File: config.mk
export PLATFORM = sky130hd
export DESIGN_NAME = ahb_slave_if_flat
export DESIGN_NICKNAME = d
export VERILOG_FILES = /design/src/rtl/ahb_slave_if_if.sv /design/src/rtl/ahb_slave_if.sv /design/src/flat_wrapper.sv
export SDC_FILE = /design/constraint.sdc
export NUM_CORES = 1
export LEC_CHECK = 0
export BUFFER_PORTS_ARGS = -buffer_cell sky130_fd_sc_hd__buf_4
export CORE_UTILIZATION = 53
export DETAILED_ROUTE_END_ITERATION = 8
export GPL_ROUTABILITY_DRIVEN = 0
export PLACE_DENSITY_LB_ADDON = 0.08
export SLEW_MARGIN = 20
export SYNTH_ARGS = -nofsm -noshare
export SYNTH_HDL_FRONTEND = slang
export SYNTH_SLANG_ARGS = --single-unit
File: constraint.sdc
create_clock -name Hclk -period 4.3 [get_ports Hclk]
set_input_delay 0.43 -clock Hclk [delete_from_list [all_inputs] [get_ports Hclk]]
set_output_delay 0.43 -clock Hclk [all_outputs]
set_load 0.005 [all_outputs]
File: src/rtl/ahb_slave_if_if.sv
// ahb_slave_if_if: bundles the AHB-Lite slave signals and the APB-master request
// and response signals of the bridge's upstream stage.
//   slave  modport: used by ahb_slave_if (AHB inputs, APB response in;
//                   AHB response, APB request out)
//   master modport: used by the surrounding bus or a testbench to drive the slave
interface ahb_slave_if_if #(
  parameter int ASIZE = 32,
  parameter int DSIZE = 32
);
  logic             Hsel;
  logic [ASIZE-1:0] Haddr;
  logic [1:0]       Htrans;
  logic             Hwrite;
  logic [DSIZE-1:0] Hwdata;
  logic             Hready_in;
  logic             Hreadyout;
  logic [1:0]       Hresp;
  logic [DSIZE-1:0] Hrdata;
  logic             transfer;
  logic [ASIZE-1:0] addr_temp;
  logic [DSIZE-1:0] data_temp;
  logic             write_enable;
  logic             xfer_done;
  logic [DSIZE-1:0] rdata_temp;

  modport slave (
    input  Hsel, Haddr, Htrans, Hwrite, Hwdata, Hready_in, xfer_done, rdata_temp,
    output Hreadyout, Hresp, Hrdata, transfer, addr_temp, data_temp, write_enable
  );

  modport master (
    output Hsel, Haddr, Htrans, Hwrite, Hwdata, Hready_in, xfer_done, rdata_temp,
    input  Hreadyout, Hresp, Hrdata, transfer, addr_temp, data_temp, write_enable
  );
endinterface

File: src/rtl/ahb_slave_if.sv
// ahb_slave_if: AHB-Lite front end of the AHB-to-APB bridge.
// Captures AHB transfers into a small in-order request queue that feeds the APB
// master. Writes are posted (no wait states while the queue has room); reads
// stall the AHB data phase until the APB read returns.
// Ports:
//   Hclk   - single clock shared by the AHB side and the APB master
//   Hreset - synchronous active-high reset
//   bus    - ahb_slave_if_if.slave: AHB slave signals plus the APB request
//            (transfer/addr_temp/data_temp/write_enable) and the APB
//            completion (xfer_done/rdata_temp)
module ahb_slave_if #(
  parameter int ASIZE = 32,
  parameter int DSIZE = 32,
  parameter int DEPTH = 2
) (
  input logic            Hclk,
  input logic            Hreset,
  ahb_slave_if_if.slave  bus
);

  localparam int PW = $clog2(DEPTH);
  localparam int CW = $clog2(DEPTH) + 1;

  logic [ASIZE-1:0] q_addr [DEPTH];
  logic [DSIZE-1:0] q_data [DEPTH];
  logic [DEPTH-1:0] q_write;
  logic [PW-1:0]    wr_ptr;
  logic [PW-1:0]    rd_ptr;
  logic [CW-1:0]    count;

  logic             dp_valid;
  logic             dp_write;
  logic [ASIZE-1:0] dp_addr;
  logic             rd_pend;
  logic [DSIZE-1:0] hrdata_q;

  logic not_empty;
  logic pop;
  logic can_accept;
  logic push_wr;
  logic push_rd;
  logic push;
  logic rd_done;
  logic addr_capture;
  logic hready;

  assign not_empty    = (count != '0);
  assign pop          = bus.xfer_done & not_empty;
  // A full queue still accepts when the head leaves in the same cycle.
  assign can_accept   = (count < CW'(DEPTH)) | pop;
  assign push_wr      = dp_valid & dp_write & can_accept;
  assign push_rd      = dp_valid & ~dp_write & ~rd_pend & can_accept;
  assign push         = push_wr | push_rd;
  // Only one read can be queued and it is always behind the writes, so a pop
  // of a read-direction head entry is that read completing.
  assign rd_done      = rd_pend & pop & ~q_write[rd_ptr];
  assign addr_capture = bus.Hsel & bus.Hready_in & bus.Htrans[1];

  always_comb begin
    hready = 1'b1;
    if (dp_valid) begin
      hready = dp_write ? can_accept : 1'b0;
    end
  end

  always_ff @(posedge Hclk) begin
    if (Hreset) begin
      dp_valid <= 1'b0;
      dp_write <= 1'b0;
      dp_addr  <= '0;
      rd_pend  <= 1'b0;
      hrdata_q <= '0;
      wr_ptr   <= '0;
      rd_ptr   <= '0;
      count    <= '0;
    end else begin
      // The read stall holds Hready_in low, so the read's completion has to
      // retire the data phase explicitly.
      if (rd_done) begin
        dp_valid <= 1'b0;
      end else if (addr_capture) begin
        dp_valid <= 1'b1;
        dp_addr  <= bus.Haddr;
        dp_write <= bus.Hwrite;
      end else if (bus.Hready_in) begin
        dp_valid <= 1'b0;
      end

      if (push_rd) begin
        rd_pend <= 1'b1;
      end else if (rd_done) begin
        rd_pend <= 1'b0;
      end

      if (rd_done) begin
        hrdata_q <= bus.rdata_temp;
      end

      if (push) begin
        wr_ptr <= wr_ptr + PW'(1);
      end
      if (pop) begin
        rd_ptr <= rd_ptr + PW'(1);
      end
      count <= count + CW'(push) - CW'(pop);
    end
  end

  // Entry storage needs no reset: outputs are masked while the queue is empty.
  always_ff @(posedge Hclk) begin
    if (push) begin
      q_addr[wr_ptr]  <= dp_addr;
      q_data[wr_ptr]  <= dp_write ? bus.Hwdata : '0;
      q_write[wr_ptr] <= dp_write;
    end
  end

  // The entry being popped must not look like a fresh request to the APB
  // master, which samples transfer in its completion cycle.
  assign bus.transfer     = (count > CW'(1)) | ((count == CW'(1)) & ~bus.xfer_done);
  assign bus.addr_temp    = not_empty ? q_addr[rd_ptr] : '0;
  assign bus.data_temp    = not_empty ? q_data[rd_ptr] : '0;
  assign bus.write_enable = not_empty & q_write[rd_ptr];
  assign bus.Hreadyout    = hready;
  assign bus.Hresp        = 2'b00;
  assign bus.Hrdata       = hrdata_q;

endmodule

File: src/flat_wrapper.sv
// flat-port wrapper written by rule: the top's interface ports become plain ports
module ahb_slave_if_flat 
#(
  parameter int ASIZE = 32,
  parameter int DSIZE = 32,
  parameter int DEPTH = 2
)
  (Hclk, Hreset, bus_Hsel, bus_Haddr, bus_Htrans, bus_Hwrite, bus_Hwdata, bus_Hready_in, bus_xfer_done, bus_rdata_temp, bus_Hreadyout, bus_Hresp, bus_Hrdata, bus_transfer, bus_addr_temp, bus_data_temp, bus_write_enable);
  ahb_slave_if_if #(.ASIZE(ASIZE), .DSIZE(DSIZE)) bus_i ();
  input logic Hclk;
  input logic Hreset;
  input wire logic [$bits(bus_i.Hsel)-1:0] bus_Hsel;
  input wire logic [$bits(bus_i.Haddr)-1:0] bus_Haddr;
  input wire logic [$bits(bus_i.Htrans)-1:0] bus_Htrans;
  input wire logic [$bits(bus_i.Hwrite)-1:0] bus_Hwrite;
  input wire logic [$bits(bus_i.Hwdata)-1:0] bus_Hwdata;
  input wire logic [$bits(bus_i.Hready_in)-1:0] bus_Hready_in;
  input wire logic [$bits(bus_i.xfer_done)-1:0] bus_xfer_done;
  input wire logic [$bits(bus_i.rdata_temp)-1:0] bus_rdata_temp;
  output wire logic [$bits(bus_i.Hreadyout)-1:0] bus_Hreadyout;
  output wire logic [$bits(bus_i.Hresp)-1:0] bus_Hresp;
  output wire logic [$bits(bus_i.Hrdata)-1:0] bus_Hrdata;
  output wire logic [$bits(bus_i.transfer)-1:0] bus_transfer;
  output wire logic [$bits(bus_i.addr_temp)-1:0] bus_addr_temp;
  output wire logic [$bits(bus_i.data_temp)-1:0] bus_data_temp;
  output wire logic [$bits(bus_i.write_enable)-1:0] bus_write_enable;
  assign bus_i.Hsel = bus_Hsel;
  assign bus_i.Haddr = bus_Haddr;
  assign bus_i.Htrans = bus_Htrans;
  assign bus_i.Hwrite = bus_Hwrite;
  assign bus_i.Hwdata = bus_Hwdata;
  assign bus_i.Hready_in = bus_Hready_in;
  assign bus_i.xfer_done = bus_xfer_done;
  assign bus_i.rdata_temp = bus_rdata_temp;
  assign bus_Hreadyout = bus_i.Hreadyout;
  assign bus_Hresp = bus_i.Hresp;
  assign bus_Hrdata = bus_i.Hrdata;
  assign bus_transfer = bus_i.transfer;
  assign bus_addr_temp = bus_i.addr_temp;
  assign bus_data_temp = bus_i.data_temp;
  assign bus_write_enable = bus_i.write_enable;
  ahb_slave_if #(.ASIZE(ASIZE), .DSIZE(DSIZE), .DEPTH(DEPTH)) u_core (.Hclk(Hclk), .Hreset(Hreset), .bus(bus_i));
endmodule
==> impl_results.md, run 1 <==
* Class of the most critical hold timing path: input port to register
* Largest net degree at the start of global routing at 107
* DRC Markers at 0
* Share of synthesized area occupied by flip-flops and latches at about two thirds
* Total number of yosys warnings at 0
* Async set or reset register ratio after synthesis at 0%
* Startpoint of the worst-slack reg-to-reg timing path: u_core.count[1]$_SDFF_PP0_
* Initial antenna violation count at 0
* Hold Violations, Final at 0
* Multi-input logic area at 0.00257 mm2
* Top-Level Pins at 205
* Final Total Pwr at 5.44 mW
* Number of max-capacitance violations reported at 0
* Setup Total Neg Slack at 0 ns
* Category of the worst setup path capture point: output port
* Commonest register cell after synthesis: sky130_fd_sc_hd__edfxtp_1
* Measured slew at the worst slew-check pin at 1.10 ns
* Setup repair after global routing missed its margin: false
* Share of cells above drive strength 1 at 29.4%
* GR Overflow Total at 0
* Post-DP Area at 0.00977 mm2
* Antenna Diode Count at 0
* CTS root buf: sky130_fd_sc_hd__clkbuf_16
* Post-Synthesis Cells at between 600 and 700
* Depth of the CTS H-tree at 1
* Clock insertion delay at the later pin of the skew report at 0.50 ns
* Wire length of the first global-routing pass at 26500 um
* Starting density of the core at roughly 54%
* Commonest cells after routing, fill and taps aside: sky130_fd_sc_hd__buf_4, sky130_fd_sc_hd__edfxtp_1, sky130_fd_sc_hd__mux2i_1
* Number of enable flip-flop cells after synthesis at 130
* Leakage power figure at 3.89 nW
* Number of synthesized register bits at 202
* Total number of vias at approximately 5400
* Residual antenna-violating net count after detailed routing at 0
* Worst-case clock skew at 0.0217 ns
* Clk slew on worst S/H paths at 0.06 ns
* Part of the cycle the worst path needs at 64.5%
* Unique cell type count in the Yosys netlist at 36
* Startpoint-to-endpoint class of the critical path: register to output port
* Most frequent standard cell in the layout excluding fill and tap cells: sky130_fd_sc_hd__buf_4
* TritonCTS clock tree: built
* DRT iter0 DRCs at 235
* Critical path data required time at a little under 4 ns
* Endpoints failing setup at 0
* Area of the core at 0.0151 mm2
* Min-Delay Startpoint: bus_rdata_temp[17]
* Area enclosed by the die boundary at about 0.016 mm2
* Fmax achieved at 0.361 GHz
* Synthesis-to-layout area growth at 28.2%
* Max VDD drop at 0.369 mV
* Total area of sequential cells at 0.00535 mm2
* Row count at 45
* CTS Buf Count at 21
* Fillers at 1127
* TritonRoute pass-1 iters at 6
* Reg2reg end: u_core.dp_addr[3]$_SDFFE_PP0P_
* Final std cell area, no fill at 0.0105 mm2
* Final net count at 940
* Number of hold buffers added after cts at 0
* Setup fix buffers added after clock tree synthesis at 0
* Total power per unit cell area at approximately 520 mW/mm2
* Average cell area after synthesis at 12.6 um2
* Final number of max-transition violations at 0
* CTS-repair resized insts at 0
* Netlist area before placement at 0.00818 mm2
* Maximum fanout along the worst path at 51
* Width of the chip at 126 um
* Internal reg-to-reg setup slack at 1.63 ns
* Slew headroom at 26.4%
* Via/cell ratio at 5.25
* Worst Hold Path Cells at 3
* Arrival time reported for the critical path endpoint at 2.34 ns
* Max clock buf depth at 3
* Number of clock sinks seen by CTS at 202
* Overall track demand over capacity in global routing at 20.9%
* Chip height at 126 um
* Status: completed
* Number of port buffers at 201
* Detailed-route wire length per cell at roughly 16 um
* DP HPWL at 10500 um
* Vias in the first global route at 5445
* Type of element launching the critical path: register
* Capture endpoint of the worst hold path: u_core.bus.Hrdata[17]$_SDFFE_PP0P_
* Min cycle time layout at 2.77 ns
* Worst R2R Path Depth at 4
* Final WL at 16700 um
## metrics by stage
step	setup WS [ns]	hold slack (ns)	cells	utilization, %
floorplan	0.442	0.427	648	-
global placement	1.66	0.433	1000	64.5
detailed placement	1.58	0.441	1000	64.5
CTS	1.47	0.175	1037	69.3
global route	1.39	0.194	1037	69.3
finish	1.53	0.190	1037	69.3
## worst max-delay path by stage
stage	slack, ns	cells past startpoint	from	to
6_report	1.53	4	register	bus_addr_temp[31]
5_1_grt	1.39	4	register	bus_data_temp[17]
4_1_cts	1.47	4	register	bus_addr_temp[31]
3_5_place_dp	1.58	5	bus_xfer_done	u_core.dp_addr[10]$_SDFFE_PP0P_
3_3_place_gp	1.66	5	bus_xfer_done	u_core.dp_addr[3]$_SDFFE_PP0P_
2_1_floorplan	0.44	3	u_core.dp_write$_SDFFE_PP0P_	u_core.q_addr[1][0]$_DFFE_PP_
## Yosys cell counts (2+ instances only)
cell                       count  share of area [%]
sky130_fd_sc_hd__buf_2         6               0.37
sky130_fd_sc_hd__inv_1         6               0.28
sky130_fd_sc_hd__nand3_1      34                2.1
sky130_fd_sc_hd__nand2b_1     68                5.2
sky130_fd_sc_hd__buf_1         6               0.28
sky130_fd_sc_hd__o21ai_0      26                1.6
sky130_fd_sc_hd__edfxtp_1    130                 48
sky130_fd_sc_hd__a21oi_1      33                2.0
sky130_fd_sc_hd__buf_4         2               0.18
sky130_fd_sc_hd__buf_6         2               0.28
sky130_fd_sc_hd__nor2b_1       3               0.23
sky130_fd_sc_hd__dfxtp_1      72                 18
sky130_fd_sc_hd__clkbuf_1     27                1.2
sky130_fd_sc_hd__buf_12        3               0.73
sky130_fd_sc_hd__and2_1       32                2.4
sky130_fd_sc_hd__nor2_1       71                3.3
sky130_fd_sc_hd__nor3_1        2               0.12
sky130_fd_sc_hd__o21ai_1       9               0.55
sky130_fd_sc_hd__mux2i_1      97                 12
sky130_fd_sc_hd__mux2_2        2               0.28
## state kept, by name, summed over array words and instances, names as in the netlist, named ones only
register,flops
u_core.q_addr,64
u_core.q_data,64
u_core.bus.Hrdata,32
u_core.dp_addr,32
u_core.count,2
u_core.q_write,2
u_core.dp_valid,1
u_core.dp_write,1
u_core.rd_pend,1
u_core.rd_ptr,1
u_core.wr_ptr,1
## worst max-delay path, stage by stage, from the launching register on
cell and delay [ns]:
sky130_fd_sc_hd__dfxtp_4 0.95, sky130_fd_sc_hd__buf_4 0.40, sky130_fd_sc_hd__mux2i_1 0.24, sky130_fd_sc_hd__nor2_1 0.08
sky130_fd_sc_hd__buf_4 0.16
## kinds of logic after synthesis
family / count (synthesis) / share of synthesized area, %
simple gates: 213 / 13.6
compound gates: 75 / 4.94
buf+inv: 53 / 3.41
other cells: 1 / 0.0458
xor+xnor: 2 / 0.214
flops: 202 / 65.3
fa+ha+maj: 1 / 0.153
mux: 100 / 12.3
## power by group
group | switching, mW | internal, mW
registers | 0.134 | 2.12
logic | 0.602 | 0.700
clock network | 0.717 | 1.17
total | 1.45 | 3.99
## final cells by class
class / count / area share [%]
clock inverters: 12 / 1.55
well taps: 188 / 2.24
inverters: 6 / 0.215
flip-flops and latches: 202 / 51.0
clock buffers: 25 / 5.34
multi-input cells: 393 / 24.5
repair buffers: 211 / 15.1
## routing by layer
layer	wire length (um)	global-route usage (%)	vias to the layer above
li1	-	-	2644
met1	6840	25.5	2616
met2	8600	37.1	160
met3	938	4.46	25
met4	320	6.17	0
met5	0	0	-
Power figures use the tool's default switching activity.
==> run 2, diff against run 1 <==
--- a/config.mk
+++ b/config.mk
@@ -6,7 +6,7 @@
 export NUM_CORES = 1
 export LEC_CHECK = 0
 export BUFFER_PORTS_ARGS = -buffer_cell sky130_fd_sc_hd__buf_4
-export CORE_UTILIZATION = 53
+export CORE_UTILIZATION = 48
 export DETAILED_ROUTE_END_ITERATION = 8
 export GPL_ROUTABILITY_DRIVEN = 0
 export PLACE_DENSITY_LB_ADDON = 0.08
==> constraint.sdc (replaced) <==
create_clock -name Hclk -period 2.3 [get_ports Hclk]
set_input_delay 0.23 -clock Hclk [delete_from_list [all_inputs] [get_ports Hclk]]
set_output_delay 0.23 -clock Hclk [all_outputs]
set_load 0.005 [all_outputs]
==> run 2 against run 1 <==
Against the previous run: flip-flop and latch count unchanged; clock skew shrank 0.015 ns; combinational power up 100%; sequential share of layout area is 1.4 points lower; count of clock-buffer cells in the layout decreased by 1; wire length rose by 4.9%.
==> impl_results.md, run 2 (synthesis gave the netlist of run 1 again) <==
* Clock insertion delay at the later pin of the skew report at 0.48 ns
* TritonCTS clock tree: built
* Category of the worst setup path capture point: output port
* Most frequent standard cell in the layout excluding fill and tap cells: sky130_fd_sc_hd__buf_4
* Cells along the critical path: buf_12 -> mux2i_1 -> nor2_1 -> buf_4
* Detailed-route wire length per cell at 16.0 um
* Final WL at 17500 um
* Regs by FF count: u_core.q_addr (64), u_core.q_data (64)
* Max clock buf depth at 3
* Vias in the first global route at 5630
* Starting density of the core at 49.3%
* Worst-case clock skew at 0.00658 ns
* Critical Path Slowest Stage Cell: sky130_fd_sc_hd__dfxtp_4
* Critical path data required time at 2.07 ns
* Setup fix buffers added after clock tree synthesis at 0
* Residual antenna-violating net count after detailed routing at 0
* Total area of sequential cells at 0.00535 mm2
* GR Overflow Total at 0
* Width of the chip at between 100 and 150 um
* Area of the core at approximately 0.017 mm2
* Endpoints failing setup at 0
* TritonRoute pass-1 iters at 5
* Hold WS at 0.0172 ns
* Startpoint-to-endpoint class of the critical path: register to output port
* Final net count at 964
* Overall track demand over capacity in global routing at between 10% and 20%
* Synthesis-to-layout area growth at 31.8%
* Top-Level Pins at about 210
* Depth of the CTS H-tree at 1
* Total power per unit cell area at about 930 mW/mm2
* Measured slew at the worst slew-check pin at just over 0.6 ns
* Number of port buffers at roughly 200
* CTS root buf: sky130_fd_sc_hd__clkbuf_16
* Final Total Pwr at 10.1 mW
* Wire length of the first global-routing pass at 27900 um
* Min cycle time layout at 2.06 ns
* Type of element launching the critical path: register
* Share of cells above drive strength 1 at 29.0%
* Fmax achieved at 0.485 GHz
* Leakage power figure at 3.98 nW
* Class of the most critical hold timing path: input port to register
* Multi-input logic area at 0.00258 mm2
* Setup repair after global routing missed its margin: false
* Total buffers and inverters traversed by the critical path at 2
* Total number of vias at 5519
* Slew headroom at ~60%
* Maximum fanout along the worst path at 25
* Number of clock sinks seen by CTS at 202
* Chip height at 133 um
* Fillers at between 1000 and 1500
* Status: completed
* Clk slew on worst S/H paths at approximately 0.060 ns
* Part of the cycle the worst path needs at 89.7%
* Antenna Diode Count at 0
* Cell family with most CP delay: flip-flops
* Initial antenna violation count at 0
* Arrival time reported for the critical path endpoint at 1.83 ns
* Delay of the slowest cell on the worst path at 0.61 ns
* Row count at 47
* Hold Violations, Final at 0
* CTS Buf Count at 21
* Setup Total Neg Slack at 0 ns
* Max VDD drop at between 0.6 and 0.7 mV
* Largest net degree at the start of global routing at 76
* Area enclosed by the die boundary at 0.0176 mm2
* Via/cell ratio at 5.05
* Number of max-capacitance violations reported at 0
* DRC Markers at 0
* Commonest cells after routing, fill and taps aside: sky130_fd_sc_hd__buf_4, sky130_fd_sc_hd__edfxtp_1, sky130_fd_sc_hd__mux2i_1
* Final number of max-transition violations at 0
* Internal reg-to-reg setup slack at 0.34 ns
* DP HPWL at 10700 um
* DRT iter0 DRCs at ~270
run 2: metrics by stage:
stage                     worst slack [ns]  cells  cell area (um2)  utilization (%)
after floorplan                      0.225    648             8200                -
after global placement               0.384   1037             9920             59.8
after detailed placement             0.356   1037             9920             59.8
after CTS                            0.176   1092            10800             65.0
after global routing                0.0831   1092            10800             65.0
final                                0.237   1092            10800             65.0
run 2: worst min-delay path, delay by kind of cell:
kind,cells,cell delay [ns]
mux,1,0.06
simple gates,1,0.05
buf+inv,1,0.11
run 2: timing repair:
action | 4_1_cts | 5_1_grt
endpoints found under the hold margin | 19 | 0
resized for setup | 0 | 0
hold buffers | 19 | 0
setup endpoints to repair | 0 | 0
run 2: cell type report:
cell class              count  area share [%]
clock buffers              24            4.98
clock inverters            12            1.24
inverters                   6           0.244
multi-input cells         393            24.0
flip-flops and latches    202            49.6
well taps                 220            2.55
repair buffers            235            17.4
run 2: where the power goes:
group	internal, mW	switching [mW]	leakage [nW]
clock	2.00	1.29	0.331
combinational	1.39	1.27	1.94
sequential	3.96	0.156	1.71
total	7.35	2.72	3.98
run 2: metal layers:
layer / GRT usage [%] / part of all wire, % / vias up
li1: - / - / 2700
met2: 35.6 / 50 / 167
met4: 6.32 / 1.8 / 0
met5: 0 / 0 / -
met3: 4.67 / 6.2 / 26
met1: 23.6 / 42 / 2626
run 2: path summary, 6_finish.rpt:
| kind | start | to | depth (start not counted) |
|---|---|---|---|
| worst min-delay path | bus_Haddr[4] | u_core.dp_addr[4]$_SDFFE_PP0P_ | 3 |
| worst max register to register | u_core.count[1]$_SDFF_PP0_ | u_core.count[1]$_SDFF_PP0_ | 5 |
| worst min register to register | u_core.dp_addr[23]$_SDFFE_PP0P_ | u_core.q_addr[0][23]$_DFFE_PP_ | 0 |
| worst max-delay path | register | bus_data_temp[0] | 4 |
